===== src/rtl/framebuf_scanout_pkg.sv =====
// Shared constants and FSM state encoding for the FrameBuf scan-out read master.
package framebuf_scanout_pkg;
  localparam int FB_ADDR_W     = 13;
  localparam int FB_DATA_W     = 16;
  localparam int FB_RD_LATENCY = 1;

  typedef enum logic [1:0] {
    ST_IDLE  = 2'd0,
    ST_SCAN  = 2'd1,
    ST_DRAIN = 2'd2
  } scan_state_e;
endpackage


===== src/rtl/framebuf_scanout_skid_fifo.sv =====
// Two-entry skid FIFO holding RAM read data until the pixel stream accepts it.
// Entry 0 is always the head of the queue.
module framebuf_scanout_skid_fifo
  import framebuf_scanout_pkg::*;
#(
  parameter int DATA_W = FB_DATA_W
) (
  input  logic              clk,
  input  logic              rst,
  input  logic              push,
  input  logic              pop,
  input  logic              flush,
  input  logic [DATA_W-1:0] din,
  output logic [1:0]        count,
  output logic [DATA_W-1:0] head
);
  logic [DATA_W-1:0] mem0_q, mem0_d;
  logic [DATA_W-1:0] mem1_q, mem1_d;
  logic [1:0]        count_q, count_d;

  always_comb begin
    mem0_d  = mem0_q;
    mem1_d  = mem1_q;
    count_d = count_q;
    if (flush) begin
      count_d = 2'd0;
    end else begin
      unique case ({push, pop})
        2'b10: begin
          if (count_q == 2'd0) mem0_d = din;
          else                 mem1_d = din;
          count_d = count_q + 2'd1;
        end
        2'b01: begin
          mem0_d  = mem1_q;
          count_d = count_q - 2'd1;
        end
        // Simultaneous push and pop: the queue shifts and the count holds.
        2'b11: begin
          if (count_q == 2'd1) begin
            mem0_d = din;
          end else begin
            mem0_d = mem1_q;
            mem1_d = din;
          end
        end
        default: ;
      endcase
    end
  end

  always_ff @(posedge clk or posedge rst) begin
    if (rst) begin
      mem0_q  <= '0;
      mem1_q  <= '0;
      count_q <= 2'd0;
    end else begin
      mem0_q  <= mem0_d;
      mem1_q  <= mem1_d;
      count_q <= count_d;
    end
  end

  assign count = count_q;
  assign head  = mem0_q;
endmodule


===== src/rtl/framebuf_scanout.sv =====
// Read-side master for FrameBuf port s2: scans FRAME_WORDS words from BASE_ADDR
// upward and presents them in address order as a valid/ready pixel stream.
module framebuf_scanout
  import framebuf_scanout_pkg::*;
#(
  parameter int ADDR_W      = FB_ADDR_W,
  parameter int DATA_W      = FB_DATA_W,
  parameter int FRAME_WORDS = 8192,
  parameter int BASE_ADDR   = 0
) (
  input  logic              mem_clk_clk,
  input  logic              mem_rst_reset,
  input  logic              start,
  input  logic              abort,
  output logic              busy,
  output logic              frame_done,
  output logic [ADDR_W-1:0] mem_s2_address,
  output logic              mem_s2_chipselect,
  output logic              mem_s2_clken,
  output logic              mem_s2_write,
  output logic [DATA_W-1:0] mem_s2_writedata,
  output logic [1:0]        mem_s2_byteenable,
  input  logic [DATA_W-1:0] mem_s2_readdata,
  output logic [DATA_W-1:0] px_data,
  output logic              px_valid,
  input  logic              px_ready
);
  localparam logic [ADDR_W-1:0] BASE_W        = ADDR_W'(BASE_ADDR);
  localparam logic [ADDR_W:0]   FRAME_WORDS_W = (ADDR_W + 1)'(FRAME_WORDS);
  localparam logic [ADDR_W:0]   ONE_WORD      = (ADDR_W + 1)'(1);

  scan_state_e       state_q, state_d;
  logic [ADDR_W-1:0] addr_q, addr_d;
  logic [ADDR_W:0]   words_left_q, words_left_d;
  logic              inflight_q, inflight_d;
  logic              busy_q, busy_d;
  logic              frame_done_q, frame_done_d;

  logic [1:0] fifo_count;
  logic [2:0] occupancy;
  logic       pop, push, flush, issue;

  assign px_valid = (fifo_count != 2'd0);
  assign pop      = px_valid && px_ready;
  assign flush    = abort && (state_q != ST_IDLE);
  assign push     = inflight_q && !flush;

  // A word popped this cycle frees its slot at the same edge the next read lands,
  // so it is subtracted from the occupancy to keep issue at full rate.
  assign occupancy = {1'b0, fifo_count} + {2'b00, inflight_q} - {2'b00, pop};
  assign issue     = (state_q == ST_SCAN) && !abort && (occupancy < 3'd2);

  always_comb begin
    state_d      = state_q;
    addr_d       = addr_q;
    words_left_d = words_left_q;
    busy_d       = busy_q;
    frame_done_d = 1'b0;
    inflight_d   = issue;
    unique case (state_q)
      ST_IDLE: begin
        // busy_q is still high in the frame_done cycle, which blocks a restart there.
        busy_d = 1'b0;
        if (start && !abort && !busy_q) begin
          state_d      = ST_SCAN;
          busy_d       = 1'b1;
          addr_d       = BASE_W;
          words_left_d = FRAME_WORDS_W;
        end
      end
      ST_SCAN: begin
        if (abort) begin
          state_d = ST_IDLE;
          busy_d  = 1'b0;
        end else if (issue) begin
          addr_d       = addr_q + 1'b1;
          words_left_d = words_left_q - ONE_WORD;
          if (words_left_q == ONE_WORD) state_d = ST_DRAIN;
        end
      end
      ST_DRAIN: begin
        if (abort) begin
          state_d = ST_IDLE;
          busy_d  = 1'b0;
        end else if ((fifo_count == 2'd0) && !inflight_q) begin
          state_d      = ST_IDLE;
          frame_done_d = 1'b1;
        end
      end
      default: state_d = ST_IDLE;
    endcase
  end

  always_ff @(posedge mem_clk_clk or posedge mem_rst_reset) begin
    if (mem_rst_reset) begin
      state_q      <= ST_IDLE;
      addr_q       <= BASE_W;
      words_left_q <= '0;
      inflight_q   <= 1'b0;
      busy_q       <= 1'b0;
      frame_done_q <= 1'b0;
    end else begin
      state_q      <= state_d;
      addr_q       <= addr_d;
      words_left_q <= words_left_d;
      inflight_q   <= inflight_d;
      busy_q       <= busy_d;
      frame_done_q <= frame_done_d;
    end
  end

  framebuf_scanout_skid_fifo #(
    .DATA_W (DATA_W)
  ) u_fifo (
    .clk   (mem_clk_clk),
    .rst   (mem_rst_reset),
    .push  (push),
    .pop   (pop),
    .flush (flush),
    .din   (mem_s2_readdata),
    .count (fifo_count),
    .head  (px_data)
  );

  assign busy              = busy_q;
  assign frame_done        = frame_done_q;
  assign mem_s2_address    = addr_q;
  assign mem_s2_chipselect = issue;
  assign mem_s2_clken      = issue;
  assign mem_s2_write      = 1'b0;
  assign mem_s2_writedata  = '0;
  assign mem_s2_byteenable = 2'b11;
endmodule


===== config.mk =====
export PLATFORM = sky130hd
export DESIGN_NAME = framebuf_scanout
export DESIGN_NICKNAME = d
export VERILOG_FILES = /design/src/rtl/framebuf_scanout_pkg.sv /design/src/rtl/framebuf_scanout_skid_fifo.sv /design/src/rtl/framebuf_scanout.sv
export SDC_FILE = /design/constraint.sdc
export NUM_CORES = 1
export LEC_CHECK = 0
export CAP_MARGIN = 30
export CORE_UTILIZATION = 50
export DETAILED_ROUTE_END_ITERATION = 7
export GPL_ROUTABILITY_DRIVEN = 0
export HOLD_SLACK_MARGIN = 0.12
export PLACE_DENSITY = 0.78
export SLEW_MARGIN = 20
export SYNTH_ARGS = -nofsm -noshare
export SYNTH_HDL_FRONTEND = slang
export SYNTH_SLANG_ARGS = --single-unit

===== constraint.sdc =====
create_clock -name mem_clk_clk -period 4.3 [get_ports mem_clk_clk]
set_clock_uncertainty 0.1 [all_clocks]
set_input_delay 0.86 -clock mem_clk_clk [delete_from_list [all_inputs] [get_ports mem_clk_clk]]
set_output_delay 0.86 -clock mem_clk_clk [all_outputs]
set_load 0.1 [all_outputs]

==> results.py, run 1 <==
metrics = {
    "synthesis": {
        "ys_types": 49,
        "asyncSetResetFlopFracSynth": 1.00,
        "ys_warn_count": 0,
        "synth-edff-count": 0,
        "post_synth.cell_area_avg_um2": 10.2,
        "synth_seq_area_share": 0.459,
        "synth_cells": 354,
        "yosys_most_used_dff": "dfrtp_1",
        "mappedNetlistArea_um2": 3600,
        "ys_seq_elements": 66,
    },
    "clock_tree": {
        "clock-root-buffer": "clkbuf_8",
        "post-cts-setup-buffers": 0,
        "cts-root-to-sink-buffers": 2,
        "clk_transition_reported_paths_ps": 70,
        "cts_inserted_buffers": 9,
        "cts_tree": "built",
        "hold_buffers": 0,
        "htree_levels": 3,
        "insertion_delay_ps": 330,
        "clock-sinks": 66,
        "post_cts_resize_count": 0,
    },
    "grt": {
        "grtUsageTotal": 0.213,
        "grt.overflow.total": 0,
        "grt_max_degree": 41,
        "grt_antenna_before_repair": 0,
        "first_global_vias": 2696,
        "grt_first_pass_wirelength_mm": 12.6,
    },
    "power": {
        "power.ir.vdd_worst_v": 0.000503,
        "power_leakage_uw": 0.00187,
        "p_total_uw": 3870,
        "power_density_nw_per_um2": 873,
    },
    "detailed_routing": {
        "drc_errors": 0,
        "antenna_left": 0,
        "drt_first_iter_violations": 163,
        "detailroute.via_count": 2813,
        "drt_pass1_iterations": 4,
        "wl_per_cell_um": 14.9,
        "via_per_inst": 5.60,
        "wirelength_mm": 7.46,
    },
    "hold_path": {
        "hold_class": "reg -> reg",
        "min_from": "mem_s2_address[12]",
    },
    "placed_design": {
        "place.detailed.instances": 486,
        "dpl.hpwl_mm": 5.05,
        "detailedPlace.worstSlack_ps": 329,
        "count_of_buffers_inserted_at_the_top_level_ports": 54,
    },
    "timing": {
        "maxSlewHeadroom": 0.343,
        "worst_pin_slew_ps": 982,
        "min_period_over_period": 0.925,
        "slew_viol_final": 0,
        "setup_slack_ps": 323,
        "finalCriticalPeriod_ps": 3980,
        "hold_viol": 0,
        "hold_ws_ps": 390,
        "setup_total_negative_slack_ps": 0,
        "setup_violations": 0,
        "setup_repair_after_global_routing_missed_its_margin": "no",
        "clock.fmax_mhz": 251,
    },
    "die": {
        "fp-row-count": 30,
        "ios": 74,
        "placeableCoreArea_um2": 6870,
        "die_width_um": 86.9,
        "floorplan.die_area_um2": 7540,
        "die_h_um": 86.9,
        "floorplan.initialDensity": 0.524,
    },
    "outcome": {
        "outcome": "finished clean",
    },
    "cells_and_area": {
        "final-instance-count-excl-fill": 502,
        "final_layout_size_suffix_gt1_frac": 0.133,
        "syn2layout_area_growth_pct": 23.3,
        "antennaDiodeCount": 0,
        "final_nets": 432,
    },
    "setup_path": {
        "critical_path.endpoint_type": "output pin",
        "setup.worst_path.start_class": "primary input",
        "worst_setup_path_startpoint": "px_ready",
        "critical_path.max_fanout": 3,
        "worstPathArrival_ps": 3020,
        "path_class": "in -> out",
        "timing.rr.start": "u_fifo.count[1]",
        "cp_data_required_time_ps": 3340,
    },
    "flow_run": {
        "max_cap_viol_count": 0,
    },
}
logic make-up (layout without fill, tap and decap cells):
family,Yosys count,count (layout),share of synthesized area
compound gates,76,76,0.133
xor+xnor,4,4,0.00973
fa+ha+maj,10,10,0.0368
buf+inv,56,91,0.0813
flops,66,66,0.459
mux,39,39,0.114
other cells,2,19,0.00209
simple gates,101,101,0.164
state kept, by name, indices dropped and copies added, names as in the netlist:
signal / cells
state_q: 2
mem_s2_address: 13
frame_done: 1
words_left_q: 14
u_fifo.count: 2
u_fifo.mem1_q: 16
u_fifo.head: 16
busy: 1
inflight_q: 1
placed cells by master (no fill, tap or decap), types with 9 or more instances in the layout:
cell type | synthesis | routed
nand2_1 | 11 | 11
o31ai_1 | 21 | 21
or4_1 | 13 | 13
inv_1 | 15 | 14
dfrtp_1 | 66 | 66
clkbuf_8 | 0 | 9
a21oi_1 | 33 | 31
nor2_1 | 21 | 20
mux2i_1 | 22 | 22
clkdlybuf4s50_1 | 0 | 52
mux2_2 | 17 | 17
nand2b_1 | 10 | 10
nor4_1 | 9 | 9
conb_1 | 2 | 19
ha_1 | 9 | 9
critical path: stages:
cell             delay (ps)
clkdlybuf4s50_1         480
nand2b_1                 80
inv_1                    70
ha_1                    210
nand2b_1                150
fa_1                    540
inv_1                   100
nor3_4                  300
buf_12                  220
synthesized netlist by cell type, drive strengths merged (4+ instances only):
cell type,n,share of area
dfrtp,66,0.46
a21oi,33,0.046
buf,27,0.051
mux2i,22,0.061
nor2,21,0.022
o31ai,21,0.044
mux2,17,0.053
inv,15,0.016
clkbuf,14,0.015
or4,14,0.030
nand2,11,0.011
nand2b,11,0.020
ha,9,0.031
nor4,9,0.016
o21ai,9,0.013
nand3,8,0.011
nand4,4,0.0070
stage by stage:
stage          area [um2]  utilization
4_1_cts              4440        0.646
3_3_place_gp         4170        0.608
3_5_place_dp         4170        0.608
2_1_floorplan        3680            -
5_1_grt              4440        0.646
6_report             4440        0.646
worst paths after layout:
check,cells past startpoint,slack [ps],end
max in group asynchronous,3,2350,busy
worst max-delay path,9,320,mem_s2_clken
worst min-delay path,1,390,mem_s2_address[12]
worst min register to register,1,390,mem_s2_address[12]
worst max register to register,12,970,mem_s2_address[4]
min in group asynchronous,2,870,u_fifo.head[7]
power by group:
group	switching (uW)	total [uW]	internal [uW]
Clock	247	693	446
Sequential	178	1040	858
Combinational	1500	2150	642
Total	1930	3870	1950
area by class of cell:
class	count	area, um2
tap	96	120
fill	548	2430
timing repair buffer	60	606
inverter	15	56.3
multi-input combinational	249	1740
clock buffer	10	128
clock inverter	6	136
sequential	66	1650
layer usage:
| layer | up-vias | global-route usage | part of all wire |
|---|---|---|---|
| li1 | 1340 | - | - |
| met1 | 1368 | 0.289 | 0.46 |
| met2 | 90 | 0.344 | 0.49 |
| met3 | 15 | 0.0284 | 0.036 |
| met4 | 0 | 0.0939 | 0.021 |
| met5 | - | 0 | 0 |
Note: power is estimated with default switching activity, not from simulation.
==> inputs of run 2 (changes only) <==
--- a/config.mk
+++ b/config.mk
@@ -9,6 +9,7 @@
 export CORE_UTILIZATION = 50
 export DETAILED_ROUTE_END_ITERATION = 7
 export GPL_ROUTABILITY_DRIVEN = 0
+export GPL_TIMING_DRIVEN = 0
 export HOLD_SLACK_MARGIN = 0.12
 export PLACE_DENSITY = 0.78
 export SLEW_MARGIN = 20
==> results.py, run 2 (synthesis results as in run 1) <==
metrics = {
    "detailed_routing": {
        "wl_per_cell_um": 14.7,
        "via_per_inst": 5.54,
        "detailroute.via_count": 2967,
        "drt_pass1_iterations": 5,
        "antenna_left": 0,
        "wirelength_mm": 7.88,
        "drt_first_iter_violations": 232,
        "drc_errors": 0,
    },
    "timing": {
        "setup_violations": 0,
        "setup_slack_ps": 139,
        "min_period_over_period": 0.968,
        "slew_viol_final": 0,
        "setup_repair_after_global_routing_missed_its_margin": "no",
        "worst_pin_slew_ps": 989,
        "clock.fmax_mhz": 240,
        "maxSlewHeadroom": 0.339,
        "hold_viol": 0,
        "finalCriticalPeriod_ps": 4160,
    },
    "cells_and_area": {
        "fin_util": 0.665,
        "syn2layout_area_growth_pct": 27.0,
        "layout.cells.most_common": "dfrtp_1",
        "final-instance-count-excl-fill": 536,
        "antennaDiodeCount": 0,
        "most_frequent_cells_in_the_layout": "66 x dfrtp_1, 51 x clkdlybuf4s50_1, 33 x a21oi_1, 22 x buf_4, 22 x mux2i_1",
        "final_layout_size_suffix_gt1_frac": 0.161,
        "final_nets": 466,
        "layout.cell_area.non_filler_um2": 4570,
    },
    "flow_run": {
        "max_cap_viol_count": 0,
    },
    "placed_design": {
        "count_of_buffers_inserted_at_the_top_level_ports": 53,
        "detailedPlace.worstSlack_ps": -892,
        "dpl.hpwl_mm": 5.61,
        "placedInstanceArea_um2": 4360,
        "place.detailed.instances": 521,
    },
    "grt": {
        "grt_antenna_before_repair": 0,
        "first_global_vias": 2930,
        "grtUsageTotal": 0.220,
        "grt.overflow.total": 0,
        "grt_first_pass_wirelength_mm": 13.0,
        "grt_max_degree": 55,
    },
    "hold_path": {
        "whs_path_depth": 1,
        "min_from": "u_fifo.mem1_q[8]",
        "hold-path-endpoint": "u_fifo.mem1_q[8]",
        "hold_class": "reg -> reg",
    },
    "clock_tree": {
        "post-cts-setup-buffers": 0,
        "htree_levels": 3,
        "cts-root-to-sink-buffers": 2,
        "cts_inserted_buffers": 9,
        "insertion_delay_ps": 340,
        "clock-sinks": 66,
        "clk_transition_reported_paths_ps": 70,
        "cts_tree": "built",
        "clock-root-buffer": "clkbuf_8",
        "hold_buffers": 0,
    },
    "setup_path": {
        "setup.worst_path.start_class": "primary input",
        "reg2regPathDepth": 13,
        "path_class": "in -> out",
        "critical_path.max_fanout": 6,
        "cp_data_required_time_ps": 3340,
        "critical_path.endpoint_type": "output pin",
        "worstPathArrival_ps": 3200,
        "timing.rr.start": "u_fifo.count[1]",
        "register_to_register_setup_slack_ps": 470,
        "timing.rr.end": "words_left_q[10]",
    },
    "outcome": {
        "outcome": "finished clean",
    },
    "die": {
        "die_h_um": 86.9,
        "die_width_um": 86.9,
        "ios": 74,
        "floorplan.initialDensity": 0.524,
        "fp-row-count": 30,
        "floorplan.die_area_um2": 7540,
        "placeableCoreArea_um2": 6870,
    },
    "power": {
        "power_density_nw_per_um2": 828,
        "power.ir.vdd_worst_v": 0.000520,
        "power_leakage_uw": 0.00197,
    },
}
run 2: cell types whose count changed in the layout (fill, tap and decap cells not counted), moves of 2 or more:
cell | previous run | this run
a21oi_1 | 31 | 33
a21oi_2 | 2 | 0
buf_1 | 0 | 3
buf_12 | 2 | 0
buf_2 | 0 | 3
buf_4 | 6 | 22
bufinv_16 | 4 | 2
clkbuf_1 | 1 | 14
run 2: how the worst max path moves through the flow:
stage | to | depth (start not counted) | from | slack, ps
after detailed placement | mem_s2_clken | 11 | px_ready | -890
after global routing | mem_s2_clken | 10 | px_ready | 20
after floorplan | mem_s2_clken | 9 | px_ready | 4
final | mem_s2_clken | 10 | px_ready | 140
after global placement | mem_s2_clken | 11 | px_ready | -830
after CTS | mem_s2_clken | 10 | px_ready | 40
run 2: what timing repair did:
item,4_1_cts,5_1_grt
setup endpoints to repair,2,2
gates cloned,0,0
resized for setup,12,1
run 2: routing by layer:
metal	track usage	vias to the layer above	routed length, um
met5	0	-	0
met3	0.0313	18	432
li1	-	1409	-
met1	0.270	1428	3370
met4	0.102	0	154
met2	0.382	112	3920
run 2: layout make-up:
type | instances | area (um2)
Tap cell | 96 | 120
Inverter | 15 | 58.8
Clock buffer | 10 | 128
Multi-Input combinational cell | 249 | 1730
Sequential cell | 66 | 1650
Buffer | 40 | 236
Clock inverter | 6 | 90.1
Timing Repair Buffer | 54 | 553
Fill cell | 576 | 2300
run 2: power by group:
group,internal [uW],switching [uW]
clock network,329,250
registers,858,169
logic,648,1530
total,1830,1950
run 2: per-stage QoR:
stage | setup TNS (ps) | hold slack, ps | total power, uW
after detailed placement | -2510 | 393 | 3200
final | 0 | 407 | 3790
after global placement | -1590 | 379 | 3140
after global routing | 0 | 415 | 3980
after floorplan | 0 | 379 | 2710
after CTS | 0 | 409 | 3790
run 2: worst max-delay path: stages:
cell and delay [ps]:
clkdlybuf4s50_1 510, nand2b_2 130, inv_1 80, ha_1 210
nand2b_1 150, fa_1 540, inv_1 90, nor3_4 230
buf_6 120, buf_4 270
==> RTL edit 1: new RTL, config.mk and constraints of run 2 <==
Set the package constant `FB_DATA_W` to 14 (it was 16).
--- a/src/rtl/framebuf_scanout_pkg.sv
+++ b/src/rtl/framebuf_scanout_pkg.sv
@@ -1,7 +1,7 @@
 // Shared constants and FSM state encoding for the FrameBuf scan-out read master.
 package framebuf_scanout_pkg;
   localparam int FB_ADDR_W     = 13;
-  localparam int FB_DATA_W     = 16;
+  localparam int FB_DATA_W     = 14;
   localparam int FB_RD_LATENCY = 1;
 
   typedef enum logic [1:0] {
Ports: changed (resized mem_s2_readdata, mem_s2_writedata and px_data); port bits go from 74 to 68. No check against the original RTL was run, so the function may have changed too.
==> RTL edit 1 against run 2 <==
The run now ends with design-rule violations left; critical path depth increased by 1; power decreased by 4.9%; wire length decreased by 6.6%; non-clock buffer count decreased by 12; maximum frequency about the same; final area decreased by 5.4%; worst hold slack got worse by 0.0012 ns; combinational power decreased by 6%; count of clock-buffer cells in the layout unchanged; first-iteration DRC count increased by 7.8%; area after synthesis decreased by 5.4%; setup slack about the same; sequential share of layout area decreased by 0.24 points; sequential cell count decreased by 4.
==> RTL edit 1: results (changes against run 2) <==
status=finished, violations left; failing checks=design-rule violations; Synth Area in Compound Gates=13.8% (+0.50 points); Post-CTS Repair Setup Buffers=0 (unchanged); Peak supply drop=0.000526 V (+1.3%); Root Driver=clkbuf_8; sequential area share after synthesis=45.6% (-0.33 points); Unique masters post-synth=50 (+2.0%); Diodes inserted=0 (unchanged); CTS H-tree depth=3 (unchanged); initial antenna violation count=0 (unchanged); clk buf depth=2 (unchanged); Setup Slack @ Placement=-1.01 ns (-0.115 ns); Critical Path Slowest Stage Cell=clkdlybuf4s50_1; final WL=7360 um (-6.6%); xor and xnor area share after synthesis=0.771% (-0.20 points); I/O Buffers=50 (-5.7%); final net count=444 (-4.7%); full die area=0.00715 mm2 (-5.3%); leakage=1.88 nW (-4.5%); post-synth top area share=45.6% (-0.33 points); vias per cell=5.58 (+0.76%); Synth Area in Adders=3.89% (+0.21 points); layout filler cell count=538 (-6.6%); CTS Buf Count=9 (unchanged); Worst-Margin Slew=0.979 ns (-0.00932 ns); Clock Pin Slew Worst Setup and Hold Paths=0.07 ns (about the same); mux contribution to synthesized area=11.1% (-0.30 points); layout cells sized above 1=17.4% (+1.2 points); Post-synth ARST share=100% (unchanged); post-route DRC violation count=12 (+12); clk_lat worst skew=0.33 ns; Min-Delay Path Class=reg2reg; Area contributors post-synth=dfrtp_1 46%, mux2i_1 6.2%, mux2_2 5.0%; arrival time worst endpoint=3.20 ns (about the same); Iteration-0 DRC Markers=250 (+7.8%); worst-path fanout max=7 (+1); Yosys warning total=0 (unchanged); first-pass detailed-route iteration total=6 (+1); GRT Total Usage=21.6% (-0.33 points); DP HPWL=5210 um (-7.1%); global-route wire length before repair=12200 um (-6.1%); number of global-route vias before repair=2568 (-12%); max incr delay on CP=0.46 ns (-0.08 ns); Synth top cells by count=62 x dfrtp_1, 29 x a21oi_1, 23 x nor2_1; largest net degree at the start of global routing=49 (-11%)
-- RTL edit 1: cell count changes after synthesis, sizes merged, moves of 3 or more --
cell           run 2  this run
nor4               9         5
a21o               0         3
o21ai              9        15
nand4              4         1
dfrtp             66        62
nand2             11        22
o31ai             21        13
or2                3         0
or3                3         6
a21oi             33        29
clkbuf            14         7
-- RTL edit 1: routing by layer --
| metal | wire length (um) | track usage, % |
|---|---|---|
| met1 | 3350 | 29.1 |
| met3 | 246 | 5.01 |
| met4 | 99 | 6.93 |
| met2 | 3660 | 34.9 |
| met5 | 0 | 0 |
-- RTL edit 1: path summary, 6_finish.rpt --
check	startpoint	end	slack (ns)	cells after the start
hold reg to reg	u_fifo.mem1_q[12]	u_fifo.mem1_q[12]	0.41	1
setup reg to reg	u_fifo.count[1]	words_left_q[7]	0.40	13
min in group asynchronous	mem_rst_reset	u_fifo.head[3]	0.69	2
max in group asynchronous	mem_rst_reset	u_fifo.count[1]	2.91	3
hold / removal	u_fifo.mem1_q[12]	u_fifo.mem1_q[12]	0.41	1
setup / recovery	px_ready	mem_s2_clken	0.14	11
-- RTL edit 1: timing repair --
| item | CTS | global route |
|---|---|---|
| endpoints found under the setup margin | 2 | 2 |
| hold buffers | 0 | 0 |
| gates resized for setup | 13 | 5 |
| pin swaps | 0 | 1 |
| endpoints found under the hold margin | 0 | 0 |
-- RTL edit 1: layout make-up --
| class | instances | area share, % |
|---|---|---|
| plain buffers | 31 | 4.63 |
| well taps | 77 | 2.23 |
| clock inverters | 6 | 2.00 |
| flip-flops and latches | 62 | 35.9 |
| inverters | 13 | 1.19 |
| repair buffers | 51 | 12.3 |
| clock buffers | 10 | 2.95 |
| multi-input cells | 247 | 38.8 |
-- RTL edit 1: critical path: cells and delay by family --
kind	cells	cell delay [ns]
buf+inv	4	0.81
fa+ha+maj	2	0.69
simple gates	4	0.58
xor+xnor	1	0.24
-- RTL edit 1: stage by stage --
| stage | setup TNS, ns | cell area (um2) | std cells |
|---|---|---|---|
| floorplan | 0 | 3470 | 354 |
| global placement | -2.19 | 4070 | 481 |
| detailed placement | -3.28 | 4100 | 482 |
| CTS | 0 | 4310 | 497 |
| global route | 0 | 4330 | 497 |
| finish | 0 | 4330 | 497 |
-- RTL edit 1: power by group --
part	leakage, nW	switching, mW	internal [mW]
Combinational	0.997	1.44	0.625
Sequential	0.779	0.171	0.806
Clock	0.106	0.232	0.325
==> RTL edit 2: new RTL, settings of run 2 <==
Made on the original files. Reset style: synchronous (`mem_rst_reset` and `rst`), changed in 2 clocked blocks.
--- a/src/rtl/framebuf_scanout_skid_fifo.sv
+++ b/src/rtl/framebuf_scanout_skid_fifo.sv
@@ -49,7 +49,7 @@
     end
   end
 
-  always_ff @(posedge clk or posedge rst) begin
+  always_ff @(posedge clk) begin
     if (rst) begin
       mem0_q  <= '0;
       mem1_q  <= '0;
--- a/src/rtl/framebuf_scanout.sv
+++ b/src/rtl/framebuf_scanout.sv
@@ -91,7 +91,7 @@
     endcase
   end
 
-  always_ff @(posedge mem_clk_clk or posedge mem_rst_reset) begin
+  always_ff @(posedge mem_clk_clk) begin
     if (mem_rst_reset) begin
       state_q      <= ST_IDLE;
       addr_q       <= BASE_W;
Formal check against the unedited RTL: differs if mem_rst_reset is asserted again (counterexample within 4 cycles, from zero or initial values and one cycle with mem_rst_reset high); with mem_rst_reset held inactive, the same outputs for 10 cycles.
==> RTL edit 2 against run 2 <==
Via count grew 5.7%; critical path type unchanged; first-iteration DRC count shrank 48%; area after synthesis shrank 6.0%; setup slack gained 0.061 ns; sequential power shrank 19%; largest cell class unchanged; sequential cell count is the same; wire length grew 5.4%; power shrank 12%; final area shrank 4.8%; the flow now finishes with violations (design-rule violations).
==> RTL edit 2: results (changes against run 2) <==
status=finished, violations left; failing checks=design-rule violations; vias per cell=5.79 (+4.5%); global-route wire length before repair=13800 um (+6.8%); layout cells sized above 1=13.1% (-3.0 points); post-CTS sizing=16 (+4); post-route DRC violation count=14 (+14); GRT Total Usage=24.2% (+2.3 points); seq pwr=839 uW (-19%); dpl cell area=0.00408 mm2 (-6.4%); average wire per standard cell=15.3 um (+4.3%); Synth Area in Adders=4.29% (+0.61 points); DP HPWL=5970 um (+6.4%); final net count=492 (+5.6%); max incr delay on CP=0.48 ns (-0.06 ns); xor and xnor area share after synthesis=1.04% (+0.063 points); Top FF cell, synth=dfxtp_1; Iteration-0 DRC Markers=120 (-48%); Critical Path Slowest Stage Cell=clkdlybuf4s50_1; Worst-Margin Slew=1.01 ns (+0.0250 ns); Peak supply drop=0.000545 V (+5.0%); sequential area share after synthesis=39.1% (-6.8 points); Area contributors post-synth=dfxtp_1 39%, mux2i_1 5.9%, nor2_1 4.8%; arrival time worst endpoint=3.14 ns (-0.06 ns); mux contribution to synthesized area=5.92% (-5.5 points)
## RTL edit 2: changes by cell type in the layout (fill, tap and decap cells not counted), sizes merged, moves of 4 or more
cell,change
dfrtp,-66
a21oi,-5
or4,+6
dfxtp,+66
o31ai,-5
nor4,-6
clkbuf,+5
buf,-6
nand2b,-4
nor2,+22
mux2,-17
a211oi,+19
a32oi,+15
## RTL edit 2: per-stage QoR
stage	cells	power (mW)	utilization, %	setup slack [ns]
global route	542	3.50	67.8	0.0801
detailed placement	526	2.63	63.5	-1.10
CTS	542	3.29	67.5	0.0263
floorplan	396	2.24	-	0.114
finish	542	3.32	67.8	0.200
global placement	526	2.60	63.5	-1.09
## RTL edit 2: worst paths after layout
path	slack, ns	start	cells past startpoint	to
hold / removal	0.39	mem_s2_address[12]	2	mem_s2_address[12]
setup reg to reg	0.49	u_fifo.count[1]	13	words_left_q[4]
setup / recovery	0.20	px_ready	12	mem_s2_clken
hold reg to reg	0.39	mem_s2_address[12]	2	mem_s2_address[12]
## RTL edit 2: cells by family (layout without fill, tap and decap cells)
logic type,after synthesis,in the layout
other cells,2,19
simple gates,119,119
mux,20,20
fa+ha+maj,11,11
xor+xnor,4,4
flops,66,66
compound gates,101,101
buf+inv,56,125
## RTL edit 2: cell type report
| class | count | share of cell area [%] |
|---|---|---|
| Sequential cell | 66 | 30.4 |
| Tap cell | 77 | 2.21 |
| Clock buffer | 9 | 2.85 |
| Buffer | 41 | 5.40 |
| Clock inverter | 7 | 2.87 |
| Inverter | 15 | 1.35 |
| Multi-Input combinational cell | 274 | 42.8 |
| Timing Repair Buffer | 53 | 12.2 |
## RTL edit 2: per-layer routing
layer,GRT usage [%],vias up,wire length [um]
met5,0,-,0
met4,9.87,0,174
met3,6.39,15,462
met2,40.2,96,3890
met1,30.0,1473,3780
li1,-,1552,-
